### config.mk
export PLATFORM = sky130hd
export DESIGN_NAME = disp_scan_ctrl
export DESIGN_NICKNAME = d
export VERILOG_FILES = /design/src/rtl/disp_scan_ctrl_pkg.sv /design/src/rtl/bcd_seg_decode.sv /design/src/rtl/disp_scan_ctrl.sv
export SDC_FILE = /design/constraint.sdc
export NUM_CORES = 1
export LEC_CHECK = 0
export BUFFER_PORTS_ARGS = -buffer_cell sky130_fd_sc_hd__buf_4
export CORE_MARGIN = 1.5
export CORE_UTILIZATION = 35
export CTS_CLUSTER_DIAMETER = 40
export DETAILED_ROUTE_END_ITERATION = 8
export PLACE_DENSITY = 0.64
export SYNTH_ARGS = -nofsm -noshare
export SYNTH_HDL_FRONTEND = slang
export SYNTH_SLANG_ARGS = --single-unit
### constraint.sdc
create_clock -name clk -period 3.5 [get_ports clk]
set_clock_uncertainty 0.2 [all_clocks]
set_input_delay 0.525 -clock clk [delete_from_list [all_inputs] [get_ports clk]]
set_output_delay 0.525 -clock clk [all_outputs]
set_load 0.02 [all_outputs]
### src/rtl/disp_scan_ctrl_pkg.sv
// Shared types and segment codes for the BCD display path.
// Segment codes are active-low {g,f,e,d,c,b,a}.
package disp_scan_ctrl_pkg;

    typedef enum logic {
        ST_SHOW = 1'b0,
        ST_DEAD = 1'b1
    } scan_state_t;

    localparam logic [6:0] SEG_BLANK = 7'h7F;
    localparam logic [6:0] SEG_DASH  = 7'h3F;
    localparam logic [6:0] SEG_D0    = 7'h40;
    localparam logic [6:0] SEG_D1    = 7'h79;
    localparam logic [6:0] SEG_D2    = 7'h24;
    localparam logic [6:0] SEG_D3    = 7'h30;
    localparam logic [6:0] SEG_D4    = 7'h19;
    localparam logic [6:0] SEG_D5    = 7'h12;
    localparam logic [6:0] SEG_D6    = 7'h02;
    localparam logic [6:0] SEG_D7    = 7'h78;
    localparam logic [6:0] SEG_D8    = 7'h00;
    localparam logic [6:0] SEG_D9    = 7'h10;

endpackage

### src/rtl/bcd_seg_decode.sv
// Combinational BCD nibble to active-low 7-segment decoder.
// Non-BCD nibbles render as a dash.
module bcd_seg_decode
    import disp_scan_ctrl_pkg::*;
(
    input  logic [3:0] bcd,
    output logic [6:0] seg
);

    // Nibble lookup; A-F fall through to the dash glyph
    always_comb begin
        seg = SEG_DASH;
        case (bcd)
            4'd0:    seg = SEG_D0;
            4'd1:    seg = SEG_D1;
            4'd2:    seg = SEG_D2;
            4'd3:    seg = SEG_D3;
            4'd4:    seg = SEG_D4;
            4'd5:    seg = SEG_D5;
            4'd6:    seg = SEG_D6;
            4'd7:    seg = SEG_D7;
            4'd8:    seg = SEG_D8;
            4'd9:    seg = SEG_D9;
            default: seg = SEG_DASH;
        endcase
    end

endmodule

### src/rtl/disp_scan_ctrl.sv
// Multiplexed 7-segment scan controller with dead-time between digits,
// frame-aligned double-buffered BCD load and leading-zero blanking.
module disp_scan_ctrl
    import disp_scan_ctrl_pkg::*;
#(
    parameter int NUM_DIGITS = 4,
    parameter int DEAD_TICKS = 1
) (
    input  logic                    clk,
    input  logic                    rst,
    input  logic                    tick_in,
    input  logic [4*NUM_DIGITS-1:0] bcd_in,
    input  logic                    load_valid,
    output logic                    load_ready,
    input  logic                    blank_lz,
    output logic [NUM_DIGITS-1:0]   an_out,
    output logic [6:0]              seg_out,
    output logic                    frame_done
);

    localparam int IW = (NUM_DIGITS > 1) ? $clog2(NUM_DIGITS) : 1;
    localparam int DW = (DEAD_TICKS > 1) ? $clog2(DEAD_TICKS) : 1;
    localparam int BW = 4 * NUM_DIGITS;
    localparam logic [IW-1:0] IDX_LAST = IW'(NUM_DIGITS - 1);
    localparam logic [DW-1:0] CNT_LAST = DW'(DEAD_TICKS - 1);

    scan_state_t state_q, state_d;
    logic [IW-1:0] idx_q, idx_d, idx_inc;
    logic [DW-1:0] cnt_q, cnt_d;
    logic boot_q, boot_d;
    logic boundary;

    logic [BW-1:0] active_q, active_d;
    logic [BW-1:0] pend_q, pend_d;
    logic pend_full_q, pend_full_d;

    logic [NUM_DIGITS-1:0] lz_mask;
    logic zero_run;
    logic [3:0] dig;
    logic [6:0] dec_seg;

    logic [NUM_DIGITS-1:0] an_q, an_d;
    logic [6:0] seg_q, seg_d;
    logic done_q;

    // State, buffers and registered outputs
    always_ff @(posedge clk or negedge rst) begin
        if (!rst) begin
            state_q     <= ST_DEAD;
            idx_q       <= IDX_LAST;
            cnt_q       <= '0;
            boot_q      <= 1'b1;
            active_q    <= '0;
            pend_q      <= '0;
            pend_full_q <= 1'b0;
            an_q        <= '1;
            seg_q       <= SEG_BLANK;
            done_q      <= 1'b0;
        end else begin
            state_q     <= state_d;
            idx_q       <= idx_d;
            cnt_q       <= cnt_d;
            boot_q      <= boot_d;
            active_q    <= active_d;
            pend_q      <= pend_d;
            pend_full_q <= pend_full_d;
            an_q        <= an_d;
            seg_q       <= seg_d;
            done_q      <= boundary;
        end
    end

    // Scan sequencing: slot and dead-time stepping on each tick
    always_comb begin
        state_d  = state_q;
        idx_d    = idx_q;
        cnt_d    = cnt_q;
        boot_d   = boot_q;
        boundary = 1'b0;
        idx_inc  = (idx_q == IDX_LAST) ? '0 : idx_q + 1'b1;
        if (tick_in) begin
            unique case (state_q)
                ST_SHOW: begin
                    if (DEAD_TICKS > 0) begin
                        state_d = ST_DEAD;
                        cnt_d   = '0;
                    end else begin
                        idx_d = idx_inc;
                    end
                end
                ST_DEAD: begin
                    if (boot_q || cnt_q == CNT_LAST) begin
                        state_d = ST_SHOW;
                        idx_d   = idx_inc;
                        boot_d  = 1'b0;
                    end else begin
                        cnt_d = cnt_q + 1'b1;
                    end
                end
                default: ;
            endcase
            boundary = (state_d == ST_SHOW) && (idx_d == '0);
        end
    end

    // Pending buffer fill and commit into the active buffer at frame start
    always_comb begin
        active_d    = active_q;
        pend_d      = pend_q;
        pend_full_d = pend_full_q;
        if (boundary && pend_full_q) begin
            active_d    = pend_q;
            pend_full_d = 1'b0;
        end
        if (load_valid && !pend_full_q) begin
            pend_d      = bcd_in;
            pend_full_d = 1'b1;
        end
    end

    // Digit i is a leading zero when it and everything above it is zero
    always_comb begin
        lz_mask  = '0;
        zero_run = 1'b1;
        for (int i = NUM_DIGITS - 1; i > 0; i--) begin
            zero_run   = zero_run && (active_d[4*i +: 4] == 4'd0);
            lz_mask[i] = zero_run;
        end
    end

    assign dig = active_d[{idx_d, 2'b00} +: 4];

    bcd_seg_decode u_dec (
        .bcd (dig),
        .seg (dec_seg)
    );

    // Output image for the slot being entered on this tick
    always_comb begin
        an_d  = an_q;
        seg_d = seg_q;
        if (tick_in) begin
            an_d  = '1;
            seg_d = SEG_BLANK;
            if (state_d == ST_SHOW && !(blank_lz && lz_mask[idx_d])) begin
                an_d[idx_d] = 1'b0;
                seg_d       = dec_seg;
            end
        end
    end

    assign load_ready = ~pend_full_q;
    assign an_out     = an_q;
    assign seg_out    = seg_q;
    assign frame_done = done_q;

endmodule
==> results.ini <==
[final_layout]
drive_gt1_frac = 0.4815
nFillCells = 613
antenna_cells = 0
num-nets-final = 243
final_util = 0.4400
syn_to_final_growth_pct = 20.36

[setup_path]
critPathLaunchType = register
r2r_start = idx_q[1]$_DFF_PN1_
r2r_cells = 10
r2r_slack_ns = 0.26
critPathMaxFanout = 21
slowest_delay_ns = 0.57
cp-end-kind = register
crit_family = multiplexers
crit_slowest_cell = dfstp_2
r2r-end = seg_out[3]$_DFFE_PN1P_
crit_top_cell = mux2_2
cp.arrival_ns = 3.28
critPathLaunch = idx_q[1]$_DFF_PN1_
critical_path_class = reg -> reg
crit_buf_inv = 1
path_cells = ha_1, nand2b_1, nor4_2, buf_12, mux2_2, mux2_2, mux2_2, and2_1, nor3_2, o22a_1
required_ns = 3.54

[synthesis]
synthesis.nets = 205
yosys_register_bits = 50
syn_inst = 177
syn_avg_cell_area_um2 = 13.19
synth_area_um2 = 2335
ys_types = 31
yosys_warnings = 0
synth-seq-area-share = 0.5439

[route]
viasPerCell = 5.048
detail-route-antenna-nets = 0
route.vias.total = 1479
wl_per_cell_um = 14.47
dr.pass1.iters = 4
route.detailed.drc = 0
wirelength_mm = 4.241
drtIter0Drc = 51

[die]
dieArea_um2 = 7170
die_y_um = 84.68
fp-row-count = 29
initial_core_util = 0.3656
pin_count = 34
coreArea_um2 = 6386
chipWidth_um = 84.68

[grt]
grt_max_degree = 51
grt_pass1_vias = 1517
antenna_found_initial = 0
gr-total-overflow = 0
grt_use_total = 0.1286
grt_pass1_wl_mm = 7.348

[timing]
worst_slew_pin_slew_ns = 0.6279
whs_ns = 0.03038
setup_viol = 0
rsz0062_at_grt = false
fmax_ghz = 0.3091
fin_crit_sh = 0.9244
fin_ws_ns = 0.2645
slew_viol_final = 0
fin_tns_setup_ns = 0
relSlewSlack = 0.5814
final_hold_viol_count = 0
period_minus_slack_ns = 3.236

[placed_design]
dp_hpwl_mm = 3.107
gp_congestion = 0.7712
io_buffers = 33
dp_slack_ns = 0.2832

[clock_tree]
clk_pin_slew_worst_paths_ns = 0.09
postCtsResizedCells = 0
clock-sinks = 50
cts_buffers = 5
cts_tree = built
cts_root_buf = clkbuf_8
postCtsHoldBufs = 0
clockBufferDepth = 2
postCtsSetupBuffers = 0
cts_htree_levels = 2
insertion_delay_ns = 0.31

[pwr]
p_sw_frac = 0.3703
p_comb_frac = 0.505
vdd_drop_max_v = 0.0004363
power_density_nw_per_um2 = 1041
leakagePower_nw = 1.217
switchingPower_mw = 1.084
power_frac_seq = 0.359
power_frac_clock = 0.137
p_int_mw = 1.843
power_mw = 2.927

[min_path]
hold_class = in -> async

[run]
drv_cap = 0

[run_status]
status = finished clean

state kept, by name, summed over array words and instances, names as in the netlist:
signal       count
active_q        16
pend_q          16
seg_out          7
an_out           4
idx_q            2
boot_q           1
cnt_q            1
frame_done       1
pend_full_q      1
state_q          1
synth_stat cells:
cell	number	area (µm²)
a21o_1	1	7.510
inv_1	4	15.01
or2_1	1	6.260
ha_1	7	87.58
a21boi_0	1	7.510
nor3_2	1	10.01
nor2b_1	2	12.51
o21a_1	1	7.510
mux2i_2	2	27.53
inv_4	1	6.260
nand2b_1	2	12.51
mux2_2	37	416.7
nor4_1	4	25.02
mux2i_4	2	45.04
nand2_1	11	41.29
or4_1	3	22.52
mux2i_1	7	70.07
a211oi_1	2	15.01
o22a_1	7	61.31
clkbuf_1	3	11.26
a21oi_1	7	35.03
mux2_4	1	15.01
o32a_1	2	20.02
o21bai_1	1	7.510
buf_4	1	7.510
nor2_1	9	33.78
and2_1	2	12.51
dfstp_2	15	394.1
dfrtp_1	35	875.8
buf_2	2	10.01
nor3_1	3	15.01
cells by family after synthesis:
family          Yosys count  share of synthesized area
fa+ha+maj                 7                    0.03751
flops                    50                     0.5439
compound gates           22                    0.06913
buf+inv                  11                    0.02144
mux                      49                     0.2460
simple gates             38                    0.08199
placed cells by master (no fill, tap or decap):
| cell type | netlist | final |
|---|---|---|
| mux2_2 | 37 | 37 |
| buf_4 | 1 | 36 |
| dfrtp_1 | 35 | 35 |
| dfstp_2 | 15 | 15 |
| nand2_1 | 11 | 11 |
| nor2_1 | 9 | 9 |
| mux2i_1 | 7 | 7 |
| a21oi_1 | 7 | 7 |
| o22a_1 | 7 | 7 |
| ha_1 | 7 | 7 |
| clkbuf_8 | 0 | 5 |
| inv_1 | 4 | 4 |
| nor3_1 | 3 | 3 |
| or4_1 | 3 | 3 |
| nor4_1 | 4 | 3 |
| nor2b_1 | 2 | 2 |
| nand2b_1 | 2 | 2 |
| mux2i_2 | 2 | 2 |
| mux2i_4 | 2 | 2 |
| a211oi_1 | 2 | 2 |
| o32a_1 | 2 | 2 |
| and2_1 | 2 | 2 |
| or2_1 | 1 | 1 |
| nor4_2 | 0 | 1 |
| inv_4 | 1 | 1 |
| o21a_1 | 1 | 1 |
| o21bai_1 | 1 | 1 |
| mux2_4 | 1 | 1 |
| a21o_1 | 1 | 1 |
| nor3_2 | 1 | 1 |
| a21boi_0 | 1 | 1 |
| clkbuf_1 | 3 | 1 |
| clkinv_4 | 0 | 1 |
| bufinv_16 | 0 | 1 |
| buf_12 | 0 | 1 |
final cells by class:
type	instances	area, µm²	share of cell area
clock buffers	6	72.57	0.02582
well taps	77	96.34	0.03428
flip-flops and latches	50	1270	0.4519
repair buffers	37	290.3	0.1033
multi-input cells	116	1021	0.3633
inverters	5	21.27	0.007569
clock inverters	2	38.79	0.01380
worst max path at each step:
stage | endpoint | slack [ns] | cells after the start
floorplan | seg_out[3]$_DFFE_PN1P_ | 0.32 | 10
global placement | seg_out[3]$_DFFE_PN1P_ | 0.31 | 10
global route | seg_out[0]$_DFFE_PN1P_ | 0.05 | 10
finish | seg_out[3]$_DFFE_PN1P_ | 0.26 | 10
detailed placement | seg_out[3]$_DFFE_PN1P_ | 0.28 | 10
CTS | seg_out[3]$_DFFE_PN1P_ | 0.24 | 10
layer usage:
layer | wire length [µm] | share of wire | track usage | up-vias
li1 | - | - | - | 712
met1 | 1985 | 0.47 | 0.1639 | 739
met2 | 2069 | 0.49 | 0.2136 | 22
met3 | 128 | 0.030 | 0.03048 | 6
met4 | 57 | 0.013 | 0.04692 | 0
met5 | 0 | 0 | 0 | -
metrics by stage:
stage | std cells | cell area (µm²)
2_1_floorplan | 177 | 2335
3_3_place_gp | 285 | 2699
6_report | 293 | 2810
5_1_grt | 293 | 2810
3_5_place_dp | 285 | 2699
4_1_cts | 293 | 2810
power groups by stage:
stage	sequential [mW]	combinational [mW]	clock, mW
global placement	1.05	1.48	0
finish	1.05	1.48	0.400
global route	1.09	1.63	0.438
CTS	1.05	1.51	0.417
floorplan	1.09	1.04	0
detailed placement	1.06	1.50	0
(Power assumes the default switching activity.)
